File: config.mk
export PLATFORM = sky130hd
export DESIGN_NAME = hdmi_init_sequencer
export DESIGN_NICKNAME = d
export VERILOG_FILES = /design/src/rtl/hdmi_init_sequencer.sv
export SDC_FILE = /design/constraint.sdc
export NUM_CORES = 1
export LEC_CHECK = 0
export CORE_ASPECT_RATIO = 0.9
export CORE_MARGIN = 2
export CORE_UTILIZATION = 55
export CTS_BUF_LIST = sky130_fd_sc_hd__clkbuf_16
export DETAILED_ROUTE_END_ITERATION = 8
export GPL_TIMING_DRIVEN = 0
export HOLD_SLACK_MARGIN = 0.05
export PLACE_DENSITY = 0.94
export SLEW_MARGIN = 20
export SYNTH_ARGS = -nofsm -noshare
export SYNTH_HDL_FRONTEND = slang
export SYNTH_SLANG_ARGS = --single-unit
File: constraint.sdc
create_clock -name clock_25 -period 4.4 [get_ports clock_25]
set_input_delay 0.44 -clock clock_25 [delete_from_list [all_inputs] [get_ports clock_25]]
set_output_delay 0.44 -clock clock_25 [all_outputs]
set_load 0.03 [all_outputs]
File: src/rtl/hdmi_init_sequencer.sv
// Power-up / hot-plug register loader for the HDMI transmitter: walks a register
// table and issues one I2C write per entry, retrying NACKed writes.
module hdmi_init_sequencer #(
   parameter int         PWR_DELAY = 2500000,
   parameter int         NUM_REGS  = 31,
   parameter logic [7:0] DEV_ADDR  = 8'h72,
   parameter int         MAX_RETRY = 3,
   parameter int         RETRY_GAP = 250
) (
   input  logic        clock_25,
   input  logic        reset,
   input  logic        interrupt,
   output logic [5:0]  tbl_addr,
   input  logic [15:0] tbl_data,
   output logic        i2c_req,
   output logic [7:0]  i2c_dev_addr,
   output logic [7:0]  i2c_reg_addr,
   output logic [7:0]  i2c_wdata,
   input  logic        i2c_done,
   input  logic        i2c_nack,
   output logic        config_done,
   output logic        config_error,
   output logic [7:0]  pass_count
);

   localparam int CNT_MAX = (PWR_DELAY > RETRY_GAP) ? PWR_DELAY : RETRY_GAP;
   localparam int CNT_W   = $clog2(CNT_MAX + 1);
   localparam int RTY_W   = (MAX_RETRY < 1) ? 1 : $clog2(MAX_RETRY + 1);

   localparam logic [CNT_W-1:0] PWR_LAST    = CNT_W'(PWR_DELAY - 1);
   localparam logic [CNT_W-1:0] GAP_LAST    = CNT_W'(RETRY_GAP - 1);
   localparam logic [RTY_W-1:0] RETRY_LIMIT = RTY_W'(MAX_RETRY);
   localparam logic [5:0]       LAST_ENTRY  = 6'(NUM_REGS - 1);

   typedef enum logic [2:0] {
      PWR_WAIT,
      LOAD,
      REQ,
      GAP,
      NEXT,
      DONE,
      FAIL
   } state_t;

   state_t           state_reg,    state_next;
   logic [CNT_W-1:0] delay_reg,    delay_next;
   logic [RTY_W-1:0] retry_reg,    retry_next;
   logic [5:0]       tbl_addr_reg, tbl_addr_next;
   logic [7:0]       reg_addr_reg, reg_addr_next;
   logic [7:0]       wdata_reg,    wdata_next;
   logic             req_reg,      req_next;
   logic             done_reg,     done_next;
   logic             error_reg,    error_next;
   logic [7:0]       pass_reg,     pass_next;
   logic             pending_reg,  pending_next;
   logic             sync1_reg, sync2_reg, sync3_reg;
   logic             irq_edge;

   always_ff @(posedge clock_25 or negedge reset) begin
      if (!reset) begin
         state_reg    <= PWR_WAIT;
         delay_reg    <= '0;
         retry_reg    <= '0;
         tbl_addr_reg <= '0;
         reg_addr_reg <= '0;
         wdata_reg    <= '0;
         req_reg      <= 1'b0;
         done_reg     <= 1'b0;
         error_reg    <= 1'b0;
         pass_reg     <= '0;
         pending_reg  <= 1'b0;
         sync1_reg    <= 1'b0;
         sync2_reg    <= 1'b0;
         sync3_reg    <= 1'b0;
      end else begin
         state_reg    <= state_next;
         delay_reg    <= delay_next;
         retry_reg    <= retry_next;
         tbl_addr_reg <= tbl_addr_next;
         reg_addr_reg <= reg_addr_next;
         wdata_reg    <= wdata_next;
         req_reg      <= req_next;
         done_reg     <= done_next;
         error_reg    <= error_next;
         pass_reg     <= pass_next;
         pending_reg  <= pending_next;
         sync1_reg    <= interrupt;
         sync2_reg    <= sync1_reg;
         sync3_reg    <= sync2_reg;
      end
   end

   // sync3_reg only holds the previous synchronised level for edge detection
   assign irq_edge = sync2_reg & ~sync3_reg;

   always_comb begin
      state_next    = state_reg;
      delay_next    = delay_reg;
      retry_next    = retry_reg;
      tbl_addr_next = tbl_addr_reg;
      reg_addr_next = reg_addr_reg;
      wdata_next    = wdata_reg;
      req_next      = 1'b0;
      done_next     = done_reg;
      error_next    = error_reg;
      pass_next     = pass_reg;
      pending_next  = pending_reg | irq_edge;

      case (state_reg)
         PWR_WAIT: begin
            if (delay_reg == PWR_LAST) begin
               delay_next = '0;
               state_next = LOAD;
            end else begin
               delay_next = delay_reg + CNT_W'(1);
            end
         end
         LOAD: begin
            reg_addr_next = tbl_data[15:8];
            wdata_next    = tbl_data[7:0];
            retry_next    = '0;
            req_next      = 1'b1;
            state_next    = REQ;
         end
         // req is registered from the next state, so it is high exactly while in REQ
         REQ: begin
            req_next = 1'b1;
            if (i2c_done) begin
               req_next = 1'b0;
               if (!i2c_nack) begin
                  state_next = NEXT;
               end else if (retry_reg < RETRY_LIMIT) begin
                  retry_next = retry_reg + RTY_W'(1);
                  state_next = GAP;
               end else begin
                  error_next    = 1'b1;
                  done_next     = 1'b0;
                  tbl_addr_next = '0;
                  state_next    = FAIL;
               end
            end
         end
         GAP: begin
            if (delay_reg == GAP_LAST) begin
               delay_next = '0;
               req_next   = 1'b1;
               state_next = REQ;
            end else begin
               delay_next = delay_reg + CNT_W'(1);
            end
         end
         NEXT: begin
            if (tbl_addr_reg == LAST_ENTRY) begin
               tbl_addr_next = '0;
               done_next     = 1'b1;
               if (pass_reg != 8'hFF) begin
                  pass_next = pass_reg + 8'd1;
               end
               state_next = DONE;
            end else begin
               tbl_addr_next = tbl_addr_reg + 6'd1;
               state_next    = LOAD;
            end
         end
         DONE, FAIL: begin
            // an edge landing on the restart cycle is kept so it triggers another pass
            if (pending_reg) begin
               done_next     = 1'b0;
               error_next    = 1'b0;
               pending_next  = irq_edge;
               tbl_addr_next = '0;
               state_next    = LOAD;
            end
         end
         default: begin
            state_next = PWR_WAIT;
         end
      endcase
   end

   assign tbl_addr     = tbl_addr_reg;
   assign i2c_req      = req_reg;
   assign i2c_dev_addr = DEV_ADDR;
   assign i2c_reg_addr = reg_addr_reg;
   assign i2c_wdata    = wdata_reg;
   assign config_done  = done_reg;
   assign config_error = error_reg;
   assign pass_count   = pass_reg;

endmodule

# Word level (Yosys, flattened, before mapping)
# Cells that the tools add are included.
# classes
n_addsub	4
magnitude_cmp	1
eq_ne	18
muxes	36
bitwise	3
reduce_logical	12
# ops
cell	n
$mux W22	2
$pmux W22 S2	1
$mux W6	5
$add A22 B1 Y22 const B	1
$eq A22 B22 Y1 const B	1
$eq A22 B8 Y1 const B	1
$mux W3	7
$pmux W3 S6	1
$pmux W6 S3	1
$ne A2 B2 Y1 const B	8
$mux W1	12
$reduce_and A5 Y1	2
$eq A3 B3 Y1 const B	3
$add A8 B1 Y8 const B	1
$ne A8 B8 Y1 const B	1
$reduce_and A4 Y1	2
$add A6 B1 Y6 const B	1
$eq A3 B2 Y1 const B	2
$eq A6 B5 Y1 const B	1
$mux W2	3
$pmux W1 S3	2
$reduce_and A6 Y1	1
$reduce_bool A2 Y1	3
$pmux W2 S2	1
other kinds (11)	11
# word_totals
ff_bits	64
word_cells	88

# Longest topological paths before layout
# Gate-level depths: netlist of the first run.
# depth
ltp_word	5
mapped_depth	7
depth_no_buf	7

# Worst setup path before layout of the first run
# Ideal clock, no wire load.
# synth_path
kind	flip-flop to flip-flop
startpoint	register tbl_addr_reg[1], in the netlist tbl_addr[1]
endpoint	register pass_reg[1], in the netlist pass_count[1]
t_arrival_ns	1.985
slack_ns	2.290
stages_incl_launch_ff	6
synth_period_minus_slack_ns	2.110
path_cell_list	dfrtp_1 > ha_1 > inv_1 > or3_1 > a311oi_4 > mux2_2
# synth_via
elab_chain_len	2
# synth_lines
element	line_no	rtl
start, declared	48	logic [5:0] tbl_addr_reg, tbl_addr_next;
start signal, assigned	79	tbl_addr_reg <= tbl_addr_next;
$eq A6 B5 Y1	153	if (tbl_addr_reg == LAST_ENTRY) begin
$reduce_and A3 Y1 (no source line)	-	
end signal, assigned	85	pass_reg <= pass_next;
end, declared	54	logic [7:0] pass_reg, pass_next;
# Every way passes these cells.
# A chain may end at the register's enable or synchronous reset.

# Worst setup path in the final report of the first run
# layout_path
startpoint	register delay_reg[0]
endpoint	register delay_reg[1]
# layout_via
elab_chain_len	3
word_cells_on_any_way	6
classes_between	1 x add/sub; 2 x eq/ne; 3 x mux
# layout_lines
element	line_no	rtl
start, declared	46	logic [CNT_W-1:0] delay_reg, delay_next;
start signal, assigned	77	delay_reg <= delay_next;
$add A22 B1 Y22 (tied with other cells)	115, 149	
$mux W22, on equally long branches	144, 111	
$pmux W22 S2 *	109	case (state_reg)
# Every way passes the cells marked *; elsewhere a longest branch is shown, timed or not.

==> results of run 1 <==
-- Yosys cell counts (6+ instances only) --
cell type / count
mux2_2: 17
buf_4: 8
xnor2_1: 19
dfrtp_1: 64
inv_1: 12
nand2_1: 30
a21oi_1: 7
o21ai_0: 11
nor2_1: 26
nand4_1: 8
nand3_1: 18
and3_1: 7
ha_1: 6
xor2_1: 9
-- cells by family (layout without fill, tap and decap cells) --
group           count (synthesis)  in the layout
flops                          64             64
compound gates                 40             40
fa+ha+maj                       7              7
buf+inv                        26             97
simple gates                  117            117
xor+xnor                       28             28
other cells                     2              8
mux                            18             18
-- cell type report --
class	count	area [µm²]
flip-flops and latches	64	1602
fillers	378	1484
multi-input cells	218	1459
repair buffers	55	558.0
clock buffers	9	225.2
plain buffers	14	87.58
well taps	70	87.58
clock inverters	7	80.08
inverters	12	45.04
-- where the power goes --
group / internal, µW / switching (µW)
sequential: 743 / 132
combinational: 421 / 582
clock: 444 / 277
total: 1610 / 991
-- metal layers --
layer | share of wire | vias to the layer above
li1 | - | 1183
met1 | 0.41 | 1249
met2 | 0.52 | 92
met3 | 0.059 | 14
met4 | 0.016 | 0
met5 | 0 | -
-- worst paths after layout --
| path | from | endpoint | slack [ps] | depth (start not counted) |
|---|---|---|---|---|
| max | delay_reg[0] | delay_reg[1] | 2230 | 6 |
| min | sync1_reg | sync2_reg | 350 | 0 |
| max reg2reg | delay_reg[0] | delay_reg[1] | 2230 | 6 |
| min reg2reg | sync1_reg | sync2_reg | 350 | 0 |
| max in group asynchronous | reset | i2c_wdata[4] | 3340 | 3 |
| min in group asynchronous | reset | tbl_addr[3] | 550 | 2 |
-- worst register-to-register path: cells and delay by family, from the launching register on --
kind	cells	cell delay (ps)
compound gates	2	300
simple gates	3	1070
flops	1	410
fa+ha+maj	1	250
-- through the flow --
stage                     setup slack (ps)  hold slack, ps
after floorplan                       2290           144.4
after global placement               926.6           331.6
after detailed placement              2245           339.4
after CTS                             2243           352.7
after global routing                  2049           365.5
final                                 2230           354.0
==> impl_metrics.csv, run 1 <==
group,metric,value,unit
timing,clock_skew,4.275,ps
critical_path,cp_max_fo,5,
timing,relSlewSlack,0.3619,
logic_synthesis,yosysUniqueCellTypes,53,
timing,fin_tns_setup,0,ps
placed_design,dp_hpwl,5093,µm
clock_network,cts_inserted_buffers,9,
die,die_h,76.03,µm
critical_path,cpMaxStageDelayCell,"or4_4",
logic_synthesis,ys_top_cells_by_area,"dfrtp_1 (51%), mux2_2 (6.0%), xnor2_1 (5.2%)",
logic_synthesis,async_flop_share,1.000,
logic_synthesis,syn_inst,302,
logic_synthesis,ys_ff_latch,64,
die,initial_core_util,0.5634,
clock_network,cts_setup_buffers,0,
die,io_pins,62,
logic_synthesis,synth_area_per_cell,10.50,µm²
grt,top_usage_layer,"met2",
timing,finalHoldViolCount,0,
clock_network,path_clk_slew,60,ps
clock_network,clock_path_buffers,2,
critical_path,critical-path-top-delay-family,"simple AND/OR/NAND/NOR gates",
grt,grt_antenna_before_repair,0,
clock_network,clock_sinks,64,
cells_and_area,fin_nets,401,
placed_design,dp_cells,432,
clock_network,ctsHtreeMaxLevel,3,
die,coreArea,5628,µm²
flow_run,maxCapViolCount,0,
placed_design,place_area,3829,µm²
grt,grt_start_max_net_pins,40,
timing,slew_viol_final,0,
timing,finalSetupViolations,0,
logic_synthesis,synth_edf_count,0,
grt,grt_pass1_vias,2663,
route,ant_nets,0,
route,drt-initial-drc-count,167,
hold_path,hp-class,"reg2reg",
logic_synthesis,synth_simple_gate_area_share,0.1914,
critical_path,arrival,2360,ps
critical_path,path_cells,"ha_1 > nand2_2 > or4_4 > or4_4 > a21boi_2 > o32ai_1",
route,viasPerCell,5.653,
placed_design,io_buffers,53,
timing,fmax,0.4609,GHz
clock_network,clk_latency,330,ps
route,vias,2538,
logic_synthesis,synth_compound_gate_area_share,0.09155,
route,wire_per_inst,16.41,µm
cells_and_area,final_area,4144,µm²
cells_and_area,final_common_cell,"dfrtp_1",
cells_and_area,final_cells,449,
critical_path,crit_buf_inv,0,
critical_path,crit_path_start_kind,"register",
grt,grt_usage,0.2502,
critical_path,crit_path_frequent_cell,"or4_4",
route,dr.pass1.iters,4,
logic_synthesis,yosysTopAreaCell,"dfrtp_1",
clock_network,cts_hold_buf,1,
clock_network,cts_root_buffer,"clkbuf_16",
grt,met2_usage,0.4365,
run_status,status,"complete, no violations",
power_and_ir_drop,pwr_density_cell,627.0,nW/µm²
timing,period_share,0.4931,
cells_and_area,final_util,0.7363,
logic_synthesis,synth_ff_type,"dfrtp_1",
cells_and_area,drive_gt1_frac,0.1636,
critical_path,worst-setup-path-type,"reg2reg",
cells_and_area,final_cell_mix,"dfrtp_1 (64), clkdlybuf4s50_1 (52), nand2_1 (30)",
timing,worst_pin_slew,942.2,ps
clock_network,cts_tree,"yes",
grt,grt_pass1_wl,12540,µm
grt,grtUsageMet3,0.08017,
logic_synthesis,netlist_area,3171,µm²
grt,grt_use_met1,0.2937,
placed_design,gp_congestion,0.8966,
critical_path,crit_path_max_incr_delay,510,ps
grt,gr-total-overflow,0,
power_and_ir_drop,ir_drop,0.5720,mV
power_and_ir_drop,cellLeakagePower,0.001792,µW
logic_synthesis,synth_top_area_frac,0.5051,
cells_and_area,syn_to_final_growth,30.70,%
die,dieArea,6389,µm²
logic_synthesis,seq_area_frac_synth,0.5051,
logic_synthesis,synth_top_family_by_area,"simple AND/OR/NAND/NOR gates",
logic_synthesis,ys_warn_count,0,
cells_and_area,diodes,0,
timing,period_needed,2170,ps
timing,rsz0062_at_grt,"no",
logic_synthesis,synth-xor-area-share,0.07735,
die,fp.dieW,84.03,µm
die,rows,26,
clock_network,ctsResizeCount,0,
critical_path,endpoint_kind,"register",
logic_synthesis,synth_fa_ha_area_frac,0.02684,
cells_and_area,largest_reg_flops,22,
critical_path,crit_required,4590,ps
route,routed_wirelength,7369,µm
logic_synthesis,synth_mux_area_frac,0.06354,
power_and_ir_drop,power.total,2598,µW
route,post-route-drc-count,0,
(Power assumes the default switching activity.)
==> inputs of run 2 (changes only) <==
CORE_UTILIZATION = 52   (was 55)
PLACE_DENSITY = 0.9   (was 0.94)
clock period = 2 ns   (was 4.4 ns; I/O delays follow)
==> run 2 against run 1 <==
Largest power group unchanged. Non-clock buffer count rose by 8. Critical path type unchanged. The run now ends with setup timing left. Largest cell class unchanged. Global-route usage fell by 1.6 points. Sequential power rose by 120%.
==> impl_metrics.csv, run 2 (synthesized netlist as in run 1, its figures left out) <==
group,metric,value,unit
run_status,status,"finished with violations",
run_status,violations,"setup timing",
clock_network,cts_tree,"yes",
power_and_ir_drop,pwr-share-seq,0.326,
hold_path,worstHoldPathCells,1,
power_and_ir_drop,power_switching,2246,µW
power_and_ir_drop,pwr_density_cell,1365,nW/µm²
cells_and_area,final_common_cell,"dfrtp_1",
timing,rsz0062_at_grt,"yes",
grt,grt_start_max_net_pins,35,
timing,finalHoldViolCount,0,
clock_network,path_clk_slew,60,ps
die,initial_core_util,0.5475,
critical_path,cpMaxStageDelayCell,"nor2_1",
grt,grtUsageMet3,0.06309,
power_and_ir_drop,power_frac_comb,0.406,
placed_design,io_buffers,53,
critical_path,endpoint_kind,"register",
cells_and_area,drive_gt1_frac,0.2268,
clock_network,clock_path_buffers,2,
cells_and_area,diodes,0,
die,io_pins,62,
critical_path,worst-setup-path-type,"reg2reg",
power_and_ir_drop,ir_drop,0.9438,mV
grt,grt_usage,0.2340,
critical_path,reg2reg_to,"pass_count[1]",
placed_design,dp_hpwl,4911,µm
timing,relSlewSlack,0.3927,
grt,grt_pass1_vias,2658,
grt,top_usage_layer,"met2",
timing,finalSetupViolations,18,
critical_path,critical-path-top-delay-family,"simple AND/OR/NAND/NOR gates",
timing,worst_pin_slew,907.9,ps
route,drt-initial-drc-count,273,
critical_path,crit_required,2210,ps
route,routed_wirelength,7653,µm
critical_path,crit_path_max_incr_delay,460,ps
timing,slew_viol_final,0,
critical_path,ff2ff_setup_slack,-60,ps
flow_run,maxCapViolCount,0,
cells_and_area,final_cell_mix,"dfrtp_1 (62), clkdlybuf4s50_1 (52), nand2_1 (29)",
grt,met2_usage,0.4000,
hold_path,hold_start,"interrupt",
critical_path,cp_max_fo,10,
route,ant_nets,0,
route,post-route-drc-count,0,
die,rows,26,
power_and_ir_drop,cellLeakagePower,0.001859,µW
grt,grt_antenna_before_repair,0,
die,dieArea,6739,µm²
grt,grt_use_met1,0.2787,
clock_network,clock_sinks,64,
route,dr.pass1.iters,6,
cells_and_area,syn_to_final_growth,36.07,%
cells_and_area,multiInputGateArea,1563,µm²
cells_and_area,nFillCells,390,
timing,period_share,1.028,
power_and_ir_drop,intPower,3644,µW
die,fp.dieW,86.31,µm
critical_path,crit_path_start_kind,"register",
clock_network,cts_root_buffer,"clkbuf_16",
critical_path,arrival,2270,ps
cells_and_area,fin_nets,410,
grt,gr-total-overflow,0,
cells_and_area,register_area,1604,µm²
critical_path,r2r-start,"state_reg[0]",
hold_path,whs_endpoint,"sync1_reg",
die,coreArea,5791,µm²
timing,clock_skew,5.272,ps
route,wire_per_inst,16.71,µm
grt,grt_pass1_wl,12120,µm
clock_network,clk_latency,330,ps
critical_path,crit_buf_inv,2,
timing,fmax,0.4862,GHz
power_and_ir_drop,power.total,5890,µW
timing,fin_tns_setup,-584.0,ps
critical_path,path_cells,"buf_2 > nor2_1 > nand2_1 > a311oi_4 > buf_6 > mux2_2",
route,viasPerCell,5.858,
timing,fin_ws,-56.56,ps
clock_network,ctsHtreeMaxLevel,3,
critical_path,reg2reg_depth,6,
cells_and_area,largest_reg_flops,22,
power_and_ir_drop,switching_share,0.3814,
placed_design,gp_congestion,0.8254,
hold_path,hp-class,"in2reg",
route,vias,2683,
power_and_ir_drop,clkPwrFrac,0.268,
die,die_h,78.08,µm
timing,period_needed,2057,ps
clock_network,cts_inserted_buffers,9,
==> run 2: worst max-delay path by stage <==
stage	start	to	slack (ps)	depth (start not counted)
floorplan	delay_reg[0]	delay_reg[1]	2	6
global placement	reset	tbl_addr[1]	-1450	1
detailed placement	delay_reg[0]	delay_reg[1]	-150	6
CTS	state_reg[1]	delay_reg[19]	-20	6
global route	state_reg[1]	delay_reg[19]	-180	6
finish	state_reg[0]	pass_count[1]	-60	6
==> run 2: metal layers <==
metal / vias to the layer above / part of all wire
li1: 1215 / -
met1: 1326 / 0.39
met2: 122 / 0.52
met3: 20 / 0.069
met4: 0 / 0.025
met5: - / 0
==> run 2: area by class of cell <==
class | count | share of cell area
Multi-Input combinational cell | 219 | 0.3622
Inverter | 12 | 0.01044
Sequential cell | 64 | 0.3718
Clock inverter | 7 | 0.01827
Timing Repair Buffer | 63 | 0.1441
Clock buffer | 9 | 0.05220
Tap cell | 70 | 0.02030
Buffer | 14 | 0.02059
==> run 2: per-stage QoR <==
step / util / instances / instance area (µm²) / hold slack [ps] / worst slack (ps)
CTS: 0.7349 / 456 / 4255 / 297.8 / -16.90
finish: 0.7450 / 458 / 4314 / 300.6 / -56.56
global route: 0.7450 / 458 / 4314 / 299.2 / -178.9
floorplan: - / 308 / 3196 / -95.59 / 1.936
detailed placement: 0.6616 / 432 / 3831 / 151.4 / -150.0
global placement: 0.6586 / 431 / 3814 / 332.2 / -1450
==> run 2: worst reg2reg max path, delay by kind of cell, from the launching register on <==
family | cells | cell delay [ps]
AND/OR/NAND/NOR | 2 | 630
AO/OA/AOI/OAI | 1 | 240
buffers and inverters | 2 | 350
flip-flops | 1 | 380
multiplexers | 1 | 330
==> run 2: timing repair <==
item	CTS	global route
hold endpoints to repair	30	0
resized for setup	11	10
setup buffers	6	2
endpoints found under the setup margin	21	36
cloned	1	0
pin swaps	6	8
hold buffers	1	0
==> run 2: power groups by stage <==
stage                     Clock (µW)  Combinational (µW)  Sequential (µW)
after CTS                       1600                2310             1910
after floorplan                    0                 916             2360
final                           1580                2390             1920
after global routing            1670                2550             1960
after global placement             0                2080             1920
after detailed placement           0                2160             1950
